`src/rtl/parametric_mux.sv`:
```
// parametric_mux: N-way DATA_WIDTH-bit multiplexer.
// The selected word appears combinationally on BUS_OUT; an enable-gated register
// keeps a copy on BUS_OUT_Q, and VALID_OUT marks copies taken from an in-range select.
module parametric_mux #(
    parameter int                    DATA_WIDTH    = 16,
    parameter int                    NUM_INPUTS    = 8,
    parameter logic [DATA_WIDTH-1:0] DEFAULT_VALUE = '0,
    localparam int                   SW            = (NUM_INPUTS > 1) ? $clog2(NUM_INPUTS) : 1
) (
    input  logic                  CLK,
    input  logic                  RST,
    input  logic [DATA_WIDTH-1:0] BUS_IN [NUM_INPUTS],
    input  logic [SW-1:0]         SEL_IN,
    input  logic                  EN_IN,
    output logic [DATA_WIDTH-1:0] BUS_OUT,
    output logic                  SEL_ERR_OUT,
    output logic [DATA_WIDTH-1:0] BUS_OUT_Q,
    output logic                  VALID_OUT
);

    // Reject configurations that cannot describe a mux.
    if (NUM_INPUTS < 1) begin : g_bad_num_inputs
        $fatal(1, "parametric_mux: NUM_INPUTS must be >= 1 (got %0d)", NUM_INPUTS);
    end
    if (DATA_WIDTH < 1) begin : g_bad_data_width
        $fatal(1, "parametric_mux: DATA_WIDTH must be >= 1 (got %0d)", DATA_WIDTH);
    end

    logic [DATA_WIDTH-1:0] w_bus_sel;
    logic                  w_sel_err;
    logic [DATA_WIDTH-1:0] r_bus_q;
    logic                  r_valid;

    // Steer the indexed word onto the output. Only the matching input is ever read,
    // so X/Z on unselected inputs cannot leak through; an unmatched select
    // (out of range) leaves the default word in place.
    always_comb begin
        // NOTE: assign a default before any conditional write so no path leaves
        // w_bus_sel unassigned, which would otherwise infer a latch.
        w_bus_sel = DEFAULT_VALUE;
        for (int i = 0; i < NUM_INPUTS; i++) begin
            if (SEL_IN == SW'(i)) begin
                w_bus_sel = BUS_IN[i];
            end
        end
    end

    // A select can only run past the last input when NUM_INPUTS does not fill the
    // select range; otherwise the error flag is tied low.
    if (NUM_INPUTS == (2 ** SW)) begin : g_full_range
        assign w_sel_err = 1'b0;
    end else begin : g_partial_range
        assign w_sel_err = ({1'b0, SEL_IN} >= (SW + 1)'(NUM_INPUTS));
    end

    assign BUS_OUT     = w_bus_sel;
    assign SEL_ERR_OUT = w_sel_err;

    // Capture the selected word and its validity when enabled; reset clears both at once.
    always_ff @(posedge CLK or posedge RST) begin
        // NOTE: sequential state uses non-blocking assignment so every register
        // samples pre-edge values regardless of statement order.
        if (RST) begin
            r_bus_q <= '0;
            r_valid <= 1'b0;
        end else if (EN_IN) begin
            r_bus_q <= w_bus_sel;
            r_valid <= ~w_sel_err;
        end
    end

    assign BUS_OUT_Q = r_bus_q;
    assign VALID_OUT = r_valid;

endmodule

```
`config.mk`:
```
export PLATFORM = sky130hd
export DESIGN_NAME = parametric_mux
export DESIGN_NICKNAME = d
export VERILOG_FILES = /design/src/rtl/parametric_mux.sv
export SDC_FILE = /design/constraint.sdc
export NUM_CORES = 1
export LEC_CHECK = 0
export ABC_AREA = 1
export CORE_UTILIZATION = 28
export DETAILED_ROUTE_END_ITERATION = 12
export GPL_TIMING_DRIVEN = 1
export PLACE_DENSITY = 0.82
export SYNTH_ARGS = -nofsm -noshare
export SYNTH_HDL_FRONTEND = slang
export SYNTH_SLANG_ARGS = --single-unit
export TNS_END_PERCENT = 20
```
`constraint.sdc`:
```
create_clock -name CLK -period 1.3 [get_ports CLK]
set_input_delay 0.26 -clock CLK [delete_from_list [all_inputs] [get_ports CLK]]
set_output_delay 0.26 -clock CLK [all_outputs]
set_load 0.03 [all_outputs]
```
==> impl_metrics.csv <==
group,metric,value,unit
sta,drv_slew,0,
route,ant_nets,0,
pwr,power.density,651.1,mW/mm²
clock_network,cts_tree,"done",
finish,drive_above_1_share,26.77,%
yosys,syn_inst,314,
yosys,synth_area_per_cell,5.885,µm²
route,viasPerCell,5.103,
global_routing,grt_use_total,25.00,%
pwr,switching_power,0.001055,W
global_routing,grt-ovfl-total,0,
floorplanning,die_w,83.24,µm
sta,rsz0062_at_grt,"yes",
setup_path,path_max_fanout,5,
finish,nNetsFinal,658,
pwr,clkPwrFrac,14.0,%
setup_path,required,1.04,ns
finish,final_util,67.72,%
setup_path,crit_start,"SEL_IN[0]",
floorplanning,io_pins,168,
global_routing,first_global_vias,3072,
sta,fmax,596.8,MHz
pwr,p_leak,2.049,nW
placement,dp_hpwl,6435,µm
sta,hold_viol,0,
yosys,synth-seq-cells,17,
yosys,synth_nets,448,
floorplanning,num_rows,29,
pwr,ir_drop,0.5503,mV
job,maxCapViolCount,0,
global_routing,grt_max_degree,21,
route,vias,3062,
setup_path,worstSetupEndpointType,"output port",
global_routing,antenna_found_initial,0,
setup_path,crit_arrival,1.42,ns
placement,dpl_cell_area,0.003802,mm²
route,routedWlPerCell,15.06,µm
clock_network,cts-root-buf,"clkbuf_8",
setup_path,start_kind,"input port",
yosys,synth_top_area_share,23.70,%
pwr,swShare,37.69,%
yosys,async_flop_share,100.0,%
sta,finClkSkew,0,ns
sta,setup_viol,23,
yosys,ys_warn_count,0,
pwr,p_comb_share,63.2,%
yosys,synth_largest_area_cell,"nand4_1",
finish,synthToLayoutAreaGrowth,132.7,%
yosys,yosysSeqAreaShare,23.02,%
sta,final.setup.worst_slack,-0.3756,ns
route,routed_wl,9033,µm
yosys,synth.distinct_cells,20,
route,drtIter0Drc,117,
route,drcViolationCount,0,
clock_network,h-tree-depth,1,
placement,io_buffer_count,166,
yosys,netlist_area,0.001848,mm²
clock_network,tritoncts.num_buffers,3,
yosys,synth_most_common_cell,"nand2_1",
clock_network,clk_pin_slew,0.06,ns
yosys,ys_top_cells_by_count,"nand2_1 (86), nand4_1 (70), nor2_1 (37)",
finish,finalInstanceArea,0.004300,mm²
status,violations,"negative setup slack",
status,outcome,"finished, violations left",
clock_network,clock_path_buffers,2,
floorplanning,design.core.area,0.006350,mm²
clock_network,hold_buffers,0,
floorplanning,dieArea,0.006929,mm²
global_routing,grt_pass1_wl,14120,µm
yosys,synthTopCellsByArea,"nand4_1 (24%), dfrtp_1 (23%), nand2_1 (17%)",
clock_network,clk_latency,0.25,ns
pwr,seq_power_share,22.7,%
sta,layout_worst_path_cycle_share,128.9,%
floorplanning,fp.dieH,83.24,µm
route,dr.pass1.iters,7,
pwr,p_int,0.001745,W
setup_path,worst-setup-path-type,"input port to output port",
min_path,holdCritPathClass,"input port to async pin",
placement,gp_congestion,0.9018,
yosys,yosys_most_used_dff,"dfrtp_1",
yosys,synth_edf_count,0,
finish,insertedDiodeCount,0,
floorplanning,initial_core_util,29.10,%
setup_path,rr_startpoint,"VALID_OUT$_DFFE_PP0P_",
sta,period_minus_slack,1.676,ns
clock_network,clkSinkCount,17,
[path summary, 6_finish.rpt]
kind                                       endpoint  slack, ns  cells past startpoint
min in group CLK              VALID_OUT$_DFFE_PP0P_       0.48                      1
setup / recovery                         BUS_OUT[1]      -0.38                      9
setup reg to reg              VALID_OUT$_DFFE_PP0P_       0.52                      1
hold / removal                VALID_OUT$_DFFE_PP0P_       0.32                      3
max in group asynchronous  BUS_OUT_Q[0]$_DFFE_PP0P_       0.79                      3
hold reg to reg               VALID_OUT$_DFFE_PP0P_       0.48                      1
[state kept, by name, indices dropped and copies added, names as in the netlist]
name,cells
BUS_OUT_Q,16
VALID_OUT,1
[critical path: stages]
cell and delay, ns:
buf_8 0.10, buf_12 0.14, buf_4 0.14, nor3_4 0.15, buf_6 0.15, a21oi_2 0.05, nand4_1 0.13, and2_4 0.17
buf_6 0.12
[stage by stage]
stage | cells | power (W) | TNS [ns] | worst slack [ns] | hold slack, ns
global route | 600 | 0.002935 | -7.688 | -0.4298 | 0.3587
CTS | 601 | 0.002755 | -6.495 | -0.3604 | 0.3307
detailed placement | 574 | 0.002173 | -24.26 | -0.8603 | 0.4682
global placement | 574 | 0.002152 | -23.00 | -0.8357 | 0.4541
finish | 600 | 0.002800 | -6.262 | -0.3756 | 0.3225
floorplan | 314 | 0.001325 | -1.575 | -0.1252 | 0.1861
[power groups by stage]
| stage | Sequential, W | Clock, W | Combinational (W) |
|---|---|---|---|
| after floorplan | 0.000786 | 0 | 0.000539 |
| after global placement | 0.000643 | 0 | 0.00151 |
| after detailed placement | 0.000646 | 0 | 0.00153 |
| after CTS | 0.000637 | 0.000399 | 0.00172 |
| after global routing | 0.000647 | 0.000420 | 0.00187 |
| final | 0.000637 | 0.000393 | 0.00177 |
[placed cells by master (no fill, tap or decap), types with 2 or more instances in the layout]
cell               n
buf_16             2
inv_2              2
clkbuf_8           3
inv_1             33
nand3_2            9
nor2_2            14
buf_12             5
dfrtp_1           17
nand2_1           83
nand4_1           70
buf_6             34
dlygate4sd2_1     30
a21oi_2            3
clkdlybuf4s50_1  102
nand2_2            4
buf_4             47
and2_4             5
nand3_4            2
nor3_4             2
dlymetal6s2s_1     4
a21oi_1            2
nor2_1            23
buf_8              2
nand3_1           16
clkdlybuf4s15_1    2
[logic make-up (layout without fill, tap and decap cells)]
group,after synthesis,in the layout,share of synthesized area [%]
and+or+nand+nor,231,231,61.00
DFF,17,17,23.02
other,1,1,0.2029
buffers and inverters,60,269,14.42
AOI/OAI and AO/OA,5,5,1.354
[area by class of cell]
class                           instances  area (µm²)
Timing Repair Buffer                  228        2275
Fill cell                             552        2049
Tap cell                               77       96.34
Timing Repair inverter                  1       8.758
Clock inverter                          1       5.005
Clock buffer                            3       41.29
Inverter                               36       151.4
Multi-Input combinational cell        237        1297
Sequential cell                        17       425.4
[timing repair]
item	CTS	global route
pin swaps	58	34
gates cloned	3	0
setup endpoints to repair	40	31
buffers inserted	21	0
gates resized for setup	106	28
[layer usage]
| layer | share of wire, % | GRT usage (%) | up-vias | wire (µm) |
|---|---|---|---|---|
| met5 | 0 | 0 | - | 0 |
| met4 | 2.9 | 10.50 | 0 | 260 |
| met3 | 8.1 | 5.070 | 22 | 736 |
| met2 | 53 | 48.21 | 172 | 4750 |
| met1 | 36 | 25.89 | 1389 | 3285 |
| li1 | - | - | 1479 | - |
(Power assumes the default switching activity.)
